File: config.mk
export PLATFORM = sky130hd
export DESIGN_NAME = pe_controller_flat
export DESIGN_NICKNAME = d
export VERILOG_FILES = /design/src/rtl/pe_ctrl_if.sv /design/src/rtl/pe_controller.sv /design/src/flat_wrapper.sv
export SDC_FILE = /design/constraint.sdc
export NUM_CORES = 1
export LEC_CHECK = 0
export CELL_PAD_IN_SITES_DETAIL_PLACEMENT = 1
export CELL_PAD_IN_SITES_GLOBAL_PLACEMENT = 1
export CORE_MARGIN = 4
export CORE_UTILIZATION = 44
export DETAILED_ROUTE_END_ITERATION = 16
export DONT_BUFFER_PORTS = 1
export PLACE_DENSITY = 0.81
export REMOVE_ABC_BUFFERS = 1
export SYNTH_ARGS = -nofsm -noshare
export SYNTH_HDL_FRONTEND = slang
export SYNTH_SLANG_ARGS = --single-unit
File: constraint.sdc
create_clock -name clk -period 1.49 [get_ports clk]
set_input_delay 0.298 -clock clk [delete_from_list [all_inputs] [get_ports clk]]
set_output_delay 0.298 -clock clk [all_outputs]
set_load 0.01 [all_outputs]
File: src/rtl/pe_ctrl_if.sv
// ============================================================================
//  Module      : pe_ctrl_if
//  Description : Enable/address bundle between the engine FSM and pe_controller.
//  Revision    : 1.0  initial release
// ============================================================================
`default_nettype none

interface pe_ctrl_if #(
    parameter int W_PE_ADDR_WIDTH   = 2,
    parameter int O_PE_ADDR_WIDTH   = 2,
    parameter int I_PE_ADDR_WIDTH   = 3,
    parameter int BLOCK_COUNT_WIDTH = 2
);
    logic                         EN_W;
    logic                         EN_I;
    logic                         EN_O_In;
    logic                         EN_O_Out;

    logic [W_PE_ADDR_WIDTH-1:0]   W_PEAddr;
    logic [I_PE_ADDR_WIDTH-1:0]   I_PEAddr;
    logic [O_PE_ADDR_WIDTH-1:0]   O_In_PEAddr;
    logic [O_PE_ADDR_WIDTH-1:0]   O_Out_PEAddr;

    logic [BLOCK_COUNT_WIDTH-1:0] I_Block_Counter;
    logic [BLOCK_COUNT_WIDTH-1:0] O_In_Block_Counter;
    logic [BLOCK_COUNT_WIDTH-1:0] O_Out_Block_Counter;

    logic                         I_BLOCK_EQUAL_TO_ZERO;
    logic                         O_IN_BLOCK_EQUAL_TO_ZERO;
    logic                         O_Out_BLOCK_EQUAL_TO_ZERO;
    logic                         I_BLOCK_EQUAL_TO_BLOCK_COUNT;
    logic                         O_IN_BLOCK_EQUAL_TO_BLOCK_COUNT;
    logic                         O_OUT_BLOCK_EQUAL_TO_BLOCK_COUNT;

    modport master (
        output EN_W, EN_I, EN_O_In, EN_O_Out,
        input  W_PEAddr, I_PEAddr, O_In_PEAddr, O_Out_PEAddr,
        input  I_Block_Counter, O_In_Block_Counter, O_Out_Block_Counter,
        input  I_BLOCK_EQUAL_TO_ZERO, O_IN_BLOCK_EQUAL_TO_ZERO, O_Out_BLOCK_EQUAL_TO_ZERO,
        input  I_BLOCK_EQUAL_TO_BLOCK_COUNT, O_IN_BLOCK_EQUAL_TO_BLOCK_COUNT,
        input  O_OUT_BLOCK_EQUAL_TO_BLOCK_COUNT
    );

    modport slave (
        input  EN_W, EN_I, EN_O_In, EN_O_Out,
        output W_PEAddr, I_PEAddr, O_In_PEAddr, O_Out_PEAddr,
        output I_Block_Counter, O_In_Block_Counter, O_Out_Block_Counter,
        output I_BLOCK_EQUAL_TO_ZERO, O_IN_BLOCK_EQUAL_TO_ZERO, O_Out_BLOCK_EQUAL_TO_ZERO,
        output I_BLOCK_EQUAL_TO_BLOCK_COUNT, O_IN_BLOCK_EQUAL_TO_BLOCK_COUNT,
        output O_OUT_BLOCK_EQUAL_TO_BLOCK_COUNT
    );
endinterface

`default_nettype wire

File: src/rtl/pe_controller.sv
// ============================================================================
//  Module      : pe_controller
//  Description : PE-select address sequencer with per-stream block counters.
//  Revision    : 1.0  initial release
// ============================================================================
`default_nettype none

module pe_controller #(
    parameter int W_PE_GROUP_SIZE   = 4,
    parameter int O_PE_GROUP_SIZE   = 4,
    parameter int I_PE_GROUP_SIZE   = W_PE_GROUP_SIZE + O_PE_GROUP_SIZE - 1,
    parameter int W_PE_ADDR_WIDTH   = 2,
    parameter int O_PE_ADDR_WIDTH   = 2,
    parameter int I_PE_ADDR_WIDTH   = 3,
    parameter int BLOCK_COUNT       = 4,
    parameter int BLOCK_COUNT_WIDTH = 2
) (
    input  wire logic    clk,
    input  wire logic    aclr,
    input  wire logic    sclr,
    pe_ctrl_if.slave     bus
);

    localparam logic [W_PE_ADDR_WIDTH-1:0]   c_W_LAST   = W_PE_ADDR_WIDTH'(W_PE_GROUP_SIZE - 1);
    localparam logic [I_PE_ADDR_WIDTH-1:0]   c_I_LAST   = I_PE_ADDR_WIDTH'(I_PE_GROUP_SIZE - 1);
    localparam logic [O_PE_ADDR_WIDTH-1:0]   c_O_LAST   = O_PE_ADDR_WIDTH'(O_PE_GROUP_SIZE - 1);
    localparam logic [BLOCK_COUNT_WIDTH-1:0] c_BLK_LAST = BLOCK_COUNT_WIDTH'(BLOCK_COUNT - 1);

    logic [W_PE_ADDR_WIDTH-1:0]   r_w_addr;
    logic [I_PE_ADDR_WIDTH-1:0]   r_i_addr;
    logic [O_PE_ADDR_WIDTH-1:0]   r_oi_addr;
    logic [O_PE_ADDR_WIDTH-1:0]   r_oo_addr;
    logic [BLOCK_COUNT_WIDTH-1:0] r_i_blk;
    logic [BLOCK_COUNT_WIDTH-1:0] r_oi_blk;
    logic [BLOCK_COUNT_WIDTH-1:0] r_oo_blk;

    logic w_w_wrap;
    logic w_i_wrap;
    logic w_oi_wrap;
    logic w_oo_wrap;

    // A wrap is an enabled advance out of the last PE; it is also the block step.
    assign w_w_wrap  = bus.EN_W     && (r_w_addr  == c_W_LAST);
    assign w_i_wrap  = bus.EN_I     && (r_i_addr  == c_I_LAST);
    assign w_oi_wrap = bus.EN_O_In  && (r_oi_addr == c_O_LAST);
    assign w_oo_wrap = bus.EN_O_Out && (r_oo_addr == c_O_LAST);

    always_ff @(posedge clk or negedge aclr) begin
        if (!aclr) begin
            r_w_addr  <= '0;
            r_i_addr  <= '0;
            r_oi_addr <= '0;
            r_oo_addr <= '0;
            r_i_blk   <= '0;
            r_oi_blk  <= '0;
            r_oo_blk  <= '0;
        end else if (sclr) begin
            r_w_addr  <= '0;
            r_i_addr  <= '0;
            r_oi_addr <= '0;
            r_oo_addr <= '0;
            r_i_blk   <= '0;
            r_oi_blk  <= '0;
            r_oo_blk  <= '0;
        end else begin
            if (bus.EN_W) begin
                r_w_addr <= w_w_wrap ? '0 : r_w_addr + 1'b1;
            end
            if (bus.EN_I) begin
                r_i_addr <= w_i_wrap ? '0 : r_i_addr + 1'b1;
            end
            if (bus.EN_O_In) begin
                r_oi_addr <= w_oi_wrap ? '0 : r_oi_addr + 1'b1;
            end
            if (bus.EN_O_Out) begin
                r_oo_addr <= w_oo_wrap ? '0 : r_oo_addr + 1'b1;
            end
            if (w_i_wrap) begin
                r_i_blk <= (r_i_blk == c_BLK_LAST) ? '0 : r_i_blk + 1'b1;
            end
            if (w_oi_wrap) begin
                r_oi_blk <= (r_oi_blk == c_BLK_LAST) ? '0 : r_oi_blk + 1'b1;
            end
            if (w_oo_wrap) begin
                r_oo_blk <= (r_oo_blk == c_BLK_LAST) ? '0 : r_oo_blk + 1'b1;
            end
        end
    end

    assign bus.W_PEAddr            = r_w_addr;
    assign bus.I_PEAddr            = r_i_addr;
    assign bus.O_In_PEAddr         = r_oi_addr;
    assign bus.O_Out_PEAddr        = r_oo_addr;
    assign bus.I_Block_Counter     = r_i_blk;
    assign bus.O_In_Block_Counter  = r_oi_blk;
    assign bus.O_Out_Block_Counter = r_oo_blk;

    assign bus.I_BLOCK_EQUAL_TO_ZERO            = (r_i_blk  == '0);
    assign bus.O_IN_BLOCK_EQUAL_TO_ZERO         = (r_oi_blk == '0);
    assign bus.O_Out_BLOCK_EQUAL_TO_ZERO        = (r_oo_blk == '0);
    assign bus.I_BLOCK_EQUAL_TO_BLOCK_COUNT     = (r_i_blk  == c_BLK_LAST);
    assign bus.O_IN_BLOCK_EQUAL_TO_BLOCK_COUNT  = (r_oi_blk == c_BLK_LAST);
    assign bus.O_OUT_BLOCK_EQUAL_TO_BLOCK_COUNT = (r_oo_blk == c_BLK_LAST);

endmodule

`default_nettype wire

File: src/flat_wrapper.sv
// flat-port wrapper written by rule: the top's interface ports become plain ports
module pe_controller_flat 
#(
    parameter int W_PE_GROUP_SIZE   = 4,
    parameter int O_PE_GROUP_SIZE   = 4,
    parameter int I_PE_GROUP_SIZE   = W_PE_GROUP_SIZE + O_PE_GROUP_SIZE - 1,
    parameter int W_PE_ADDR_WIDTH   = 2,
    parameter int O_PE_ADDR_WIDTH   = 2,
    parameter int I_PE_ADDR_WIDTH   = 3,
    parameter int BLOCK_COUNT       = 4,
    parameter int BLOCK_COUNT_WIDTH = 2
)
  (clk, aclr, sclr, bus_EN_W, bus_EN_I, bus_EN_O_In, bus_EN_O_Out, bus_W_PEAddr, bus_I_PEAddr, bus_O_In_PEAddr, bus_O_Out_PEAddr, bus_I_Block_Counter, bus_O_In_Block_Counter, bus_O_Out_Block_Counter, bus_I_BLOCK_EQUAL_TO_ZERO, bus_O_IN_BLOCK_EQUAL_TO_ZERO, bus_O_Out_BLOCK_EQUAL_TO_ZERO, bus_I_BLOCK_EQUAL_TO_BLOCK_COUNT, bus_O_IN_BLOCK_EQUAL_TO_BLOCK_COUNT, bus_O_OUT_BLOCK_EQUAL_TO_BLOCK_COUNT);
  pe_ctrl_if #(.W_PE_ADDR_WIDTH(W_PE_ADDR_WIDTH), .O_PE_ADDR_WIDTH(O_PE_ADDR_WIDTH), .I_PE_ADDR_WIDTH(I_PE_ADDR_WIDTH), .BLOCK_COUNT_WIDTH(BLOCK_COUNT_WIDTH)) bus_i ();
  input  wire logic clk;
  input  wire logic aclr;
  input  wire logic sclr;
  input wire logic [$bits(bus_i.EN_W)-1:0] bus_EN_W;
  input wire logic [$bits(bus_i.EN_I)-1:0] bus_EN_I;
  input wire logic [$bits(bus_i.EN_O_In)-1:0] bus_EN_O_In;
  input wire logic [$bits(bus_i.EN_O_Out)-1:0] bus_EN_O_Out;
  output wire logic [$bits(bus_i.W_PEAddr)-1:0] bus_W_PEAddr;
  output wire logic [$bits(bus_i.I_PEAddr)-1:0] bus_I_PEAddr;
  output wire logic [$bits(bus_i.O_In_PEAddr)-1:0] bus_O_In_PEAddr;
  output wire logic [$bits(bus_i.O_Out_PEAddr)-1:0] bus_O_Out_PEAddr;
  output wire logic [$bits(bus_i.I_Block_Counter)-1:0] bus_I_Block_Counter;
  output wire logic [$bits(bus_i.O_In_Block_Counter)-1:0] bus_O_In_Block_Counter;
  output wire logic [$bits(bus_i.O_Out_Block_Counter)-1:0] bus_O_Out_Block_Counter;
  output wire logic [$bits(bus_i.I_BLOCK_EQUAL_TO_ZERO)-1:0] bus_I_BLOCK_EQUAL_TO_ZERO;
  output wire logic [$bits(bus_i.O_IN_BLOCK_EQUAL_TO_ZERO)-1:0] bus_O_IN_BLOCK_EQUAL_TO_ZERO;
  output wire logic [$bits(bus_i.O_Out_BLOCK_EQUAL_TO_ZERO)-1:0] bus_O_Out_BLOCK_EQUAL_TO_ZERO;
  output wire logic [$bits(bus_i.I_BLOCK_EQUAL_TO_BLOCK_COUNT)-1:0] bus_I_BLOCK_EQUAL_TO_BLOCK_COUNT;
  output wire logic [$bits(bus_i.O_IN_BLOCK_EQUAL_TO_BLOCK_COUNT)-1:0] bus_O_IN_BLOCK_EQUAL_TO_BLOCK_COUNT;
  output wire logic [$bits(bus_i.O_OUT_BLOCK_EQUAL_TO_BLOCK_COUNT)-1:0] bus_O_OUT_BLOCK_EQUAL_TO_BLOCK_COUNT;
  assign bus_i.EN_W = bus_EN_W;
  assign bus_i.EN_I = bus_EN_I;
  assign bus_i.EN_O_In = bus_EN_O_In;
  assign bus_i.EN_O_Out = bus_EN_O_Out;
  assign bus_W_PEAddr = bus_i.W_PEAddr;
  assign bus_I_PEAddr = bus_i.I_PEAddr;
  assign bus_O_In_PEAddr = bus_i.O_In_PEAddr;
  assign bus_O_Out_PEAddr = bus_i.O_Out_PEAddr;
  assign bus_I_Block_Counter = bus_i.I_Block_Counter;
  assign bus_O_In_Block_Counter = bus_i.O_In_Block_Counter;
  assign bus_O_Out_Block_Counter = bus_i.O_Out_Block_Counter;
  assign bus_I_BLOCK_EQUAL_TO_ZERO = bus_i.I_BLOCK_EQUAL_TO_ZERO;
  assign bus_O_IN_BLOCK_EQUAL_TO_ZERO = bus_i.O_IN_BLOCK_EQUAL_TO_ZERO;
  assign bus_O_Out_BLOCK_EQUAL_TO_ZERO = bus_i.O_Out_BLOCK_EQUAL_TO_ZERO;
  assign bus_I_BLOCK_EQUAL_TO_BLOCK_COUNT = bus_i.I_BLOCK_EQUAL_TO_BLOCK_COUNT;
  assign bus_O_IN_BLOCK_EQUAL_TO_BLOCK_COUNT = bus_i.O_IN_BLOCK_EQUAL_TO_BLOCK_COUNT;
  assign bus_O_OUT_BLOCK_EQUAL_TO_BLOCK_COUNT = bus_i.O_OUT_BLOCK_EQUAL_TO_BLOCK_COUNT;
  pe_controller #(.W_PE_GROUP_SIZE(W_PE_GROUP_SIZE), .O_PE_GROUP_SIZE(O_PE_GROUP_SIZE), .I_PE_GROUP_SIZE(I_PE_GROUP_SIZE), .W_PE_ADDR_WIDTH(W_PE_ADDR_WIDTH), .O_PE_ADDR_WIDTH(O_PE_ADDR_WIDTH), .I_PE_ADDR_WIDTH(I_PE_ADDR_WIDTH), .BLOCK_COUNT(BLOCK_COUNT), .BLOCK_COUNT_WIDTH(BLOCK_COUNT_WIDTH)) u_core (.clk(clk), .aclr(aclr), .sclr(sclr), .bus(bus_i));
endmodule
==> results_dict.tcl, run 1 <==
set metrics [dict create \
    status "complete, no violations" \
    io_pins 28 \
    cp-end-kind "output port" \
    cp_data_required_time_ns 1.19 \
    yosys_register_bits 15 \
    instances_no_fill 94 \
    clockBufferDepth 2 \
    final_util 0.523 \
    postCtsSetupBuffers 0 \
    numCtsBuffers 3 \
    clkPwrFrac 0.311 \
    cap_viol_max_count 0 \
    clkLatencyLatePin_ns 0.28 \
    htreeDepth 1 \
    yosysWarnings 0 \
    vias 522 \
    postCtsHoldBufs 1 \
    grt_usage 0.137 \
    cp_data_arrival_time_ns 1.06 \
    leakagePower_nw 0.427 \
    num_rows 14 \
    ant_nets 0 \
    grt_antenna_before_repair 0 \
    hold_path.class "in2reg" \
    nNetsFinal 96 \
    start_util 0.490 \
    final_cell_mix "dfrtp_1, nor2_1, ha_1" \
    dp_cells 89 \
    cts_resized 0 \
    grt_pass1_vias 577 \
    layout_commonest_cell "dfrtp_1" \
    tightest_slew_ns 0.691 \
    netlist.area_leader.share 0.485 \
    switching_share 0.263 \
    grt-ovfl-total 0 \
    fin_ws_ns 0.130 \
    drt_iter0_drc 3 \
    slew_violations 0 \
    skew_ns 0.00270 \
    total_power_mw 0.764 \
    fp.dieH_um 49.9 \
    ys_seq_area_frac 0.485 \
    die_w_um 49.9 \
    power_density_mw_per_mm2 927 \
    synth.distinct_cells 15 \
    setup_viol 0 \
    cp-start-kind "flop" \
    clkSinkCount 15 \
    hold_violations 0 \
    cts_tree "done" \
    drt_pass1_iterations 4 \
    globalplace.congestion 0.659 \
    worstPathMaxFanout 3 \
    place_ws_ns 0.257 \
    critical_path_class "reg2out" \
    root_buffer "clkbuf_4" \
    sequentialPowerShare 0.602 \
    p_comb_frac 0.087 \
    die-area_mm2 0.00249 \
    n_fill_cell 186 \
    fin_setup_tns_ns 0 \
    layout-drive-gt1-share 0.0513 \
    dp_hpwl_mm 1.14 \
    grt_pass1_wl_mm 2.55 \
    clk_pin_slew_ns 0.09 \
    synthTopCellsByArea "dfrtp_1, ha_1, mux2i_1, nor2_1, xnor2_1" \
    yosysTopAreaCell "dfrtp_1" \
    synthToLayoutAreaGrowth_pct 6.63 \
    fmax_mhz 735 \
    syn_area_um2 773 \
    switchingPower_mw 0.201 \
    p_int_mw 0.563 \
    grt_max_degree 16 \
    finalCritPeriodShare 0.913 \
    drc_errors 0 \
    finalCriticalPeriod_ns 1.36 \
    insertedDiodeCount 0 \
    wl_per_cell_um 16.3 \
    core_mm2 0.00158 \
    relSlewSlack 0.538 \
    syn_inst 74 \
    drt_wl_total_mm 1.53 \
    vias_per_cell 5.55 \
    syn-mean-instance-area_um2 10.4 \
    rsz0062_at_grt "no" \
    port_buffers 0 \
    vdd_ir_drop_max_v 0.000485 \
]
[sequential cells by signal (all words and copies together) (netlist names)]
name                            cells
u_core.bus.W_PEAddr                 2
u_core.bus.I_PEAddr                 3
u_core.bus.O_Out_Block_Counter      2
u_core.bus.O_In_Block_Counter       2
u_core.bus.O_In_PEAddr              2
u_core.bus.O_Out_PEAddr             2
u_core.bus.I_Block_Counter          2
[area by class of cell]
type,instances,area [µm²],area share
flip-flops and latches,15,375,0.455
multi-input cells,51,367,0.445
repair buffers,1,10.0,0.0121
clock buffers,4,26.3,0.0319
well taps,16,20.0,0.0243
inverters,7,26.3,0.0319
[metal layers]
metal / part of all wire / wire (µm) / GRT usage / vias up
li1: - / - / - / 245
met1: 0.39 / 591 / 0.145 / 254
met2: 0.53 / 806 / 0.240 / 21
met3: 0.078 / 119 / 0.0542 / 2
met4: 0.0085 / 13 / 0.0553 / 0
met5: 0 / 0 / 0 / -
[cells by family after synthesis]
logic type / synth area share
adder cells (fa/ha/maj): 0.162
AO/OA/AOI/OAI: 0.0453
flip-flops: 0.485
AND/OR/NAND/NOR: 0.134
XOR/XNOR: 0.0680
buffers and inverters: 0.0405
multiplexers: 0.0647
[cell usage after synthesis]
library cell,instances
a21oi_1,5
buf_2,1
dfrtp_1,15
ha_1,10
inv_1,7
mux2i_1,5
nand2_1,6
nand2b_1,1
nand3_1,3
nand3_2,1
nor2_1,12
nor3_1,1
o211a_1,1
xnor2_1,5
xor2_1,1
[final timing paths]
check | cells after the start | startpoint | slack, ns | end
setup reg to reg | 5 | u_core.bus.I_PEAddr[0]$_DFFE_PN0P_ | 0.24 | u_core.bus.I_Block_Counter[1]$_DFFE_PN0P_
hold reg to reg | 2 | u_core.bus.O_Out_Block_Counter[1]$_DFFE_PN0P_ | 0.61 | u_core.bus.O_Out_Block_Counter[1]$_DFFE_PN0P_
min in group asynchronous | 1 | aclr | 0.49 | u_core.bus.I_PEAddr[0]$_DFFE_PN0P_
max in group asynchronous | 1 | aclr | 0.56 | u_core.bus.O_In_Block_Counter[1]$_DFFE_PN0P_
hold / removal | 1 | sclr | 0.06 | u_core.bus.W_PEAddr[1]$_DFFE_PN0P_
setup / recovery | 2 | u_core.bus.I_Block_Counter[0]$_DFFE_PN0P_ | 0.13 | bus_I_BLOCK_EQUAL_TO_ZERO
[power groups by stage]
| stage | clock network [mW] | registers (mW) | logic (mW) |
|---|---|---|---|
| floorplan | 0 | 0.463 | 0.0489 |
| global placement | 0 | 0.468 | 0.0534 |
| detailed placement | 0 | 0.470 | 0.0576 |
| CTS | 0.248 | 0.462 | 0.0684 |
| global route | 0.277 | 0.464 | 0.0785 |
| finish | 0.238 | 0.460 | 0.0663 |
[stage by stage]
stage	hold slack (ns)	instance area, µm²
floorplan	0.00241	768
global placement	0.00277	788
detailed placement	0.00283	788
CTS	0.0562	825
global route	0.0348	825
finish	0.0647	825
[worst max-delay path, stage by stage, from the launching register on]
cell	delay [ns]
dfrtp_1	0.43
inv_1	0.10
ha_1	0.25
No activity file was read; power rests on OpenSTA's default activity.
==> inputs of run 2 (changes only) <==
--- a/config.mk
+++ b/config.mk
@@ -8,10 +8,11 @@
 export CELL_PAD_IN_SITES_DETAIL_PLACEMENT = 1
 export CELL_PAD_IN_SITES_GLOBAL_PLACEMENT = 1
 export CORE_MARGIN = 4
-export CORE_UTILIZATION = 44
+export CORE_UTILIZATION = 40
+export CTS_CLUSTER_SIZE = 20
 export DETAILED_ROUTE_END_ITERATION = 16
 export DONT_BUFFER_PORTS = 1
-export PLACE_DENSITY = 0.81
+export PLACE_DENSITY = 0.78
 export REMOVE_ABC_BUFFERS = 1
 export SYNTH_ARGS = -nofsm -noshare
 export SYNTH_HDL_FRONTEND = slang
==> constraint.sdc (replaced) <==
create_clock -name clk -period 1.15 [get_ports clk]
set_input_delay 0.23 -clock clk [delete_from_list [all_inputs] [get_ports clk]]
set_output_delay 0.23 -clock clk [all_outputs]
set_load 0.01 [all_outputs]
==> results_dict.tcl, run 2 (synthesized netlist as in run 1, its figures left out) <==
set metrics [dict create \
    grt_max_degree 16 \
    finalCriticalPeriod_ns 1.21 \
    clkSinkCount 15 \
    wl_per_cell_um 17.1 \
    path_cells "buf_6, ha_2, o211a_1, nor3_2" \
    setup_viol 8 \
    htreeDepth 1 \
    drc_errors 0 \
    rsz0062_at_grt "yes" \
    ant_nets 0 \
    cp-end-kind "flop" \
    grt_pass1_wl_mm 3.19 \
    core_mm2 0.00178 \
    drt_pass1_iterations 3 \
    io_pins 28 \
    cpPeakStageDelay_ns 0.42 \
    layout_commonest_cell "nor2_1" \
    die_w_um 52.0 \
    hold_violations 0 \
    instances_no_fill 118 \
    cts_tree "done" \
    power_density_mw_per_mm2 975 \
    cp_data_arrival_time_ns 1.40 \
    slew_violations 0 \
    fp.dieH_um 52.0 \
    cp_data_required_time_ns 1.34 \
    numCtsBuffers 3 \
    final_cell_mix "nor2_1, dfrtp_1, buf_4" \
    fmax_mhz 828 \
    clk_pin_slew_ns 0.09 \
    drt_iter0_drc 5 \
    critical_path_class "reg2reg" \
    worstPathMaxFanout 3 \
    fin_ws_ns -0.0580 \
    violations "negative setup slack" \
    n_fill_cell 183 \
    port_buffers 0 \
    insertedDiodeCount 0 \
    grt_usage 0.165 \
    cap_viol_max_count 0 \
    cp_slowest_cell "dfrtp_1" \
    nNetsFinal 111 \
    clkLatencyLatePin_ns 0.27 \
    cp-start-kind "flop" \
    finalCritPeriodShare 1.05 \
    tightest_slew_ns 0.683 \
    vdd_ir_drop_max_v 0.000517 \
    whs_path_depth 2 \
    hold_path.class "in2reg" \
    vias 597 \
    clockBufferDepth 2 \
    num_rows 15 \
    leakagePower_nw 0.490 \
    layout-drive-gt1-share 0.409 \
    globalplace.congestion 0.701 \
    largest_reg_flops 3 \
    die-area_mm2 0.00270 \
    grt_pass1_vias 684 \
    dp_cells 107 \
    relSlewSlack 0.543 \
    r2r_cells 4 \
    start_util 0.434 \
    grt-ovfl-total 0 \
    grt_antenna_before_repair 0 \
    place_ws_ns -0.0114 \
    skew_ns 0.000629 \
    dp_hpwl_mm 1.23 \
    drt_wl_total_mm 2.02 \
    vias_per_cell 5.06 \
    root_buffer "clkbuf_4" \
    status "finished, violations left" \
    synthToLayoutAreaGrowth_pct 39.8 \
]
[run 2: cell types whose count changed in the layout (fill, tap and decap cells not counted), sizes merged]
cell,change
buf,+13
dlygate4sd3,+2
[run 2: critical path: cells and delay by family (launching register included)]
family / cells / cell delay [ns]
buffers and inverters: 1 / 0.13
DFF: 1 / 0.42
and+or+nand+nor: 1 / 0.16
adders and majority gates: 1 / 0.18
AOI/OAI and AO/OA: 1 / 0.24
[run 2: where the power goes]
part | switching [mW] | internal [mW] | total [mW]
sequential | 0.0320 | 0.554 | 0.586
combinational | 0.0819 | 0.0834 | 0.165
clock | 0.169 | 0.134 | 0.303
[run 2: layout make-up]
cell class | instances | area [µm²] | area share
well taps | 25 | 31.3 | 0.0289
multi-input cells | 51 | 467 | 0.432
repair buffers | 16 | 150 | 0.139
clock buffers | 4 | 26.3 | 0.0243
inverters | 7 | 26.3 | 0.0243
flip-flops and latches | 15 | 380 | 0.352
[run 2: per-stage QoR]
stage | total power [mW] | hold slack [ns] | util | TNS [ns] | instance area, µm²
global placement | 0.699 | -0.0652 | 0.486 | 0 | 867
detailed placement | 0.708 | -0.0652 | 0.486 | -0.0114 | 867
finish | 1.05 | 0.102 | 0.606 | -0.286 | 1080
floorplan | 0.663 | -0.0656 | - | 0 | 768
CTS | 1.04 | 0.000317 | 0.556 | -0.290 | 991
global route | 1.12 | 0.0896 | 0.606 | -0.712 | 1080
[run 2: path summary, 6_finish.rpt]
kind / slack, ns / from / to
setup / recovery: -0.06 / u_core.bus.I_PEAddr[0]$_DFFE_PN0P_ / u_core.bus.I_PEAddr[2]$_DFFE_PN0P_
hold / removal: 0.10 / bus_EN_O_In / u_core.bus.O_In_Block_Counter[1]$_DFFE_PN0P_
setup reg to reg: -0.06 / u_core.bus.I_PEAddr[0]$_DFFE_PN0P_ / u_core.bus.I_PEAddr[2]$_DFFE_PN0P_
hold reg to reg: 0.64 / u_core.bus.O_In_PEAddr[1]$_DFFE_PN0P_ / u_core.bus.O_In_PEAddr[1]$_DFFE_PN0P_
max in group asynchronous: 0.25 / aclr / u_core.bus.I_PEAddr[1]$_DFFE_PN0P_
min in group asynchronous: 0.43 / aclr / u_core.bus.I_Block_Counter[0]$_DFFE_PN0P_
[run 2: what timing repair did]
item                       in CTS  in global routing
setup endpoints to repair       8                 15
gates resized for setup        17                 17
buffers inserted                2                  2
hold buffers                    2                  1
pin swaps                       4                  2
hold endpoints to repair       23                  7
[run 2: per-layer routing]
layer,GRT usage,part of all wire
met5,0,0
met4,0.0568,0.015
met3,0.0516,0.056
met2,0.312,0.54
met1,0.168,0.38
==> inputs of run 3 (changes only) <==
--- a/config.mk
+++ b/config.mk
@@ -5,10 +5,11 @@
 export SDC_FILE = /design/constraint.sdc
 export NUM_CORES = 1
 export LEC_CHECK = 0
+export ABC_AREA = 1
 export CELL_PAD_IN_SITES_DETAIL_PLACEMENT = 1
 export CELL_PAD_IN_SITES_GLOBAL_PLACEMENT = 1
 export CORE_MARGIN = 4
-export CORE_UTILIZATION = 40
+export CORE_UTILIZATION = 39
 export CTS_CLUSTER_SIZE = 20
 export DETAILED_ROUTE_END_ITERATION = 16
 export DONT_BUFFER_PORTS = 1
==> results_dict.tcl, run 3 <==
set metrics [dict create \
    setup_viol 6 \
    yosysTopAreaCell "dfrtp_1" \
    fin_ws_ns -0.0612 \
    syn-mean-instance-area_um2 9.33 \
    drt_iter0_drc 0 \
    worstPathMaxFanout 4 \
    cp_slowest_cell "dfrtp_2" \
    layout_commonest_cell "nand2_1" \
    ys_seq_area_frac 0.457 \
    synthTopCellsByArea "dfrtp_1, ha_1, nand2_1, inv_1, nand3_2" \
    fin_setup_tns_ns -0.277 \
    total_power_mw 1.26 \
    die_w_um 53.9 \
    insertedDiodeCount 0 \
    drt_pass1_iterations 1 \
    vias_per_cell 4.92 \
    cp-end-kind "output port" \
    violations "negative setup slack" \
    htreeDepth 1 \
    grt_usage 0.151 \
    cp_data_arrival_time_ns 0.98 \
    grt_max_degree 16 \
    netlist.area_leader.share 0.457 \
    dp_hpwl_mm 1.37 \
    skew_ns 0.00135 \
    cp-start-kind "flop" \
    fp.dieH_um 53.9 \
    hold_violations 0 \
    io_pins 28 \
    syn_inst 88 \
    relSlewSlack 0.537 \
    vdd_ir_drop_max_v 0.000893 \
    vias 650 \
    finalCritPeriodShare 1.05 \
    globalplace.congestion 0.705 \
    largest_reg_flops 3 \
    core_mm2 0.00198 \
    slew_violations 0 \
    async_reset_ff_frac 1.00 \
    wl_per_cell_um 15.1 \
    die-area_mm2 0.00290 \
    leakagePower_nw 0.508 \
    synth_edf_count 0 \
    finalCriticalPeriod_ns 1.21 \
    drc_errors 0 \
    status "finished, violations left" \
    path_depth 2 \
    port_buffers 0 \
    start_util 0.414 \
    yosys_register_bits 15 \
    path_cells "inv_2, ha_4" \
    synth_common_cells "nand2_1, dfrtp_1, inv_1, ha_1" \
    hold_ws_ns 0.0275 \
    place_ws_ns 0.0316 \
    syn_area_um2 821 \
    nNetsFinal 123 \
    final_cell_mix "nand2_1, inv_2, buf_4" \
    power_density_mw_per_mm2 1180 \
    grt_antenna_before_repair 0 \
    synth.distinct_cells 18 \
    cp_top_family "flip-flops" \
    root_buffer "clkbuf_4" \
    num_rows 16 \
    rsz0062_at_grt "yes" \
    grt_pass1_wl_mm 3.10 \
    clockBufferDepth 2 \
    critical_path_class "reg2out" \
    cpPeakStageDelay_ns 0.46 \
    cp_data_required_time_ns 0.92 \
    synthToLayoutAreaGrowth_pct 30.0 \
    tightest_slew_ns 0.692 \
    whs_path_depth 1 \
    cts_tree "done" \
    numCtsBuffers 3 \
    place_area_um2 881 \
    synth_ff_type "dfrtp_1" \
    cp_num_buf_inv 1 \
    grt-ovfl-total 0 \
    hold_path.class "in2reg" \
    cap_viol_max_count 0 \
    layout-drive-gt1-share 0.419 \
    clk_pin_slew_ns 0.09 \
    final_area_mm2 0.00107 \
    clkLatencyLatePin_ns 0.28 \
    r2r_cells 7 \
    clkSinkCount 15 \
    fmax_mhz 826 \
    yosysWarnings 0 \
    drt_wl_total_mm 1.99 \
    yosysMostFrequentCell "nand2_1" \
    ant_nets 0 \
    grt_pass1_vias 712 \
]
run 3: logic make-up (layout without fill, tap and decap cells):
group           count (synthesis)  after routing  synth area share
compound gates                 11             11            0.0854
buf+inv                        17             34            0.0869
fa+ha+maj                      10             10             0.152
xor+xnor                        3              3            0.0320
flops                          15             15             0.457
simple gates                   32             32             0.186
run 3: routing by layer:
layer / vias to the layer above / GRT usage / part of all wire / wire length, µm
met4: 0 / 0.0596 / 0.022 / 43
met5: - / 0 / 0 / 0
met3: 6 / 0.0637 / 0.070 / 139
met1: 310 / 0.153 / 0.35 / 695
met2: 22 / 0.270 / 0.56 / 1110
li1: 312 / - / - / -
run 3: through the flow:
stage,utilization,instances
floorplan,-,87
global placement,0.444,119
detailed placement,0.444,119
CTS,0.505,128
global route,0.539,132
finish,0.539,132
run 3: area by class of cell:
| type | instances | area [µm²] |
|---|---|---|
| multi-input cells | 56 | 444 |
| well taps | 27 | 33.8 |
| fillers | 225 | 915 |
| clock buffers | 4 | 26.3 |
| flip-flops and latches | 15 | 384 |
| repair buffers | 14 | 119 |
| inverters | 16 | 60.1 |
run 3: power by group:
group          switching [mW]  total, mW  internal [mW]
registers              0.0693      0.648          0.579
clock network           0.172      0.306          0.135
logic                   0.160      0.301          0.141
run 3: worst paths after layout:
| kind | from | end | slack (ns) |
|---|---|---|---|
| worst min register to register | u_core.bus.I_Block_Counter[0]$_DFFE_PN0P_ | u_core.bus.I_Block_Counter[0]$_DFFE_PN0P_ | 0.58 |
| max in group asynchronous | aclr | u_core.bus.O_Out_Block_Counter[1]$_DFFE_PN0P_ | 0.25 |
| worst min-delay path | bus_EN_O_Out | u_core.bus.O_Out_PEAddr[1]$_DFFE_PN0P_ | 0.03 |
| min in group asynchronous | aclr | u_core.bus.O_In_Block_Counter[0]$_DFFE_PN0P_ | 0.43 |
| worst max-delay path | u_core.bus.O_Out_Block_Counter[0]$_DFFE_PN0P_ | bus_O_Out_BLOCK_EQUAL_TO_ZERO | -0.06 |
| worst max register to register | u_core.bus.I_PEAddr[0]$_DFFE_PN0P_ | u_core.bus.I_Block_Counter[1]$_DFFE_PN0P_ | 0.06 |
run 3: what timing repair did:
item	4_1_cts	5_1_grt
endpoints found under the hold margin	18	2
resized for setup	20	9
hold buffers	2	2
pin swaps	2	2
setup buffers	3	2
endpoints found under the setup margin	6	8
gates cloned	0	0
run 3: worst reg2reg max path: cells and delay by family, from the launching register on:
family | cells | cell delay [ns]
buffers and inverters | 2 | 0.14
DFF | 1 | 0.42
and+or+nand+nor | 4 | 0.29
adders and majority gates | 1 | 0.14
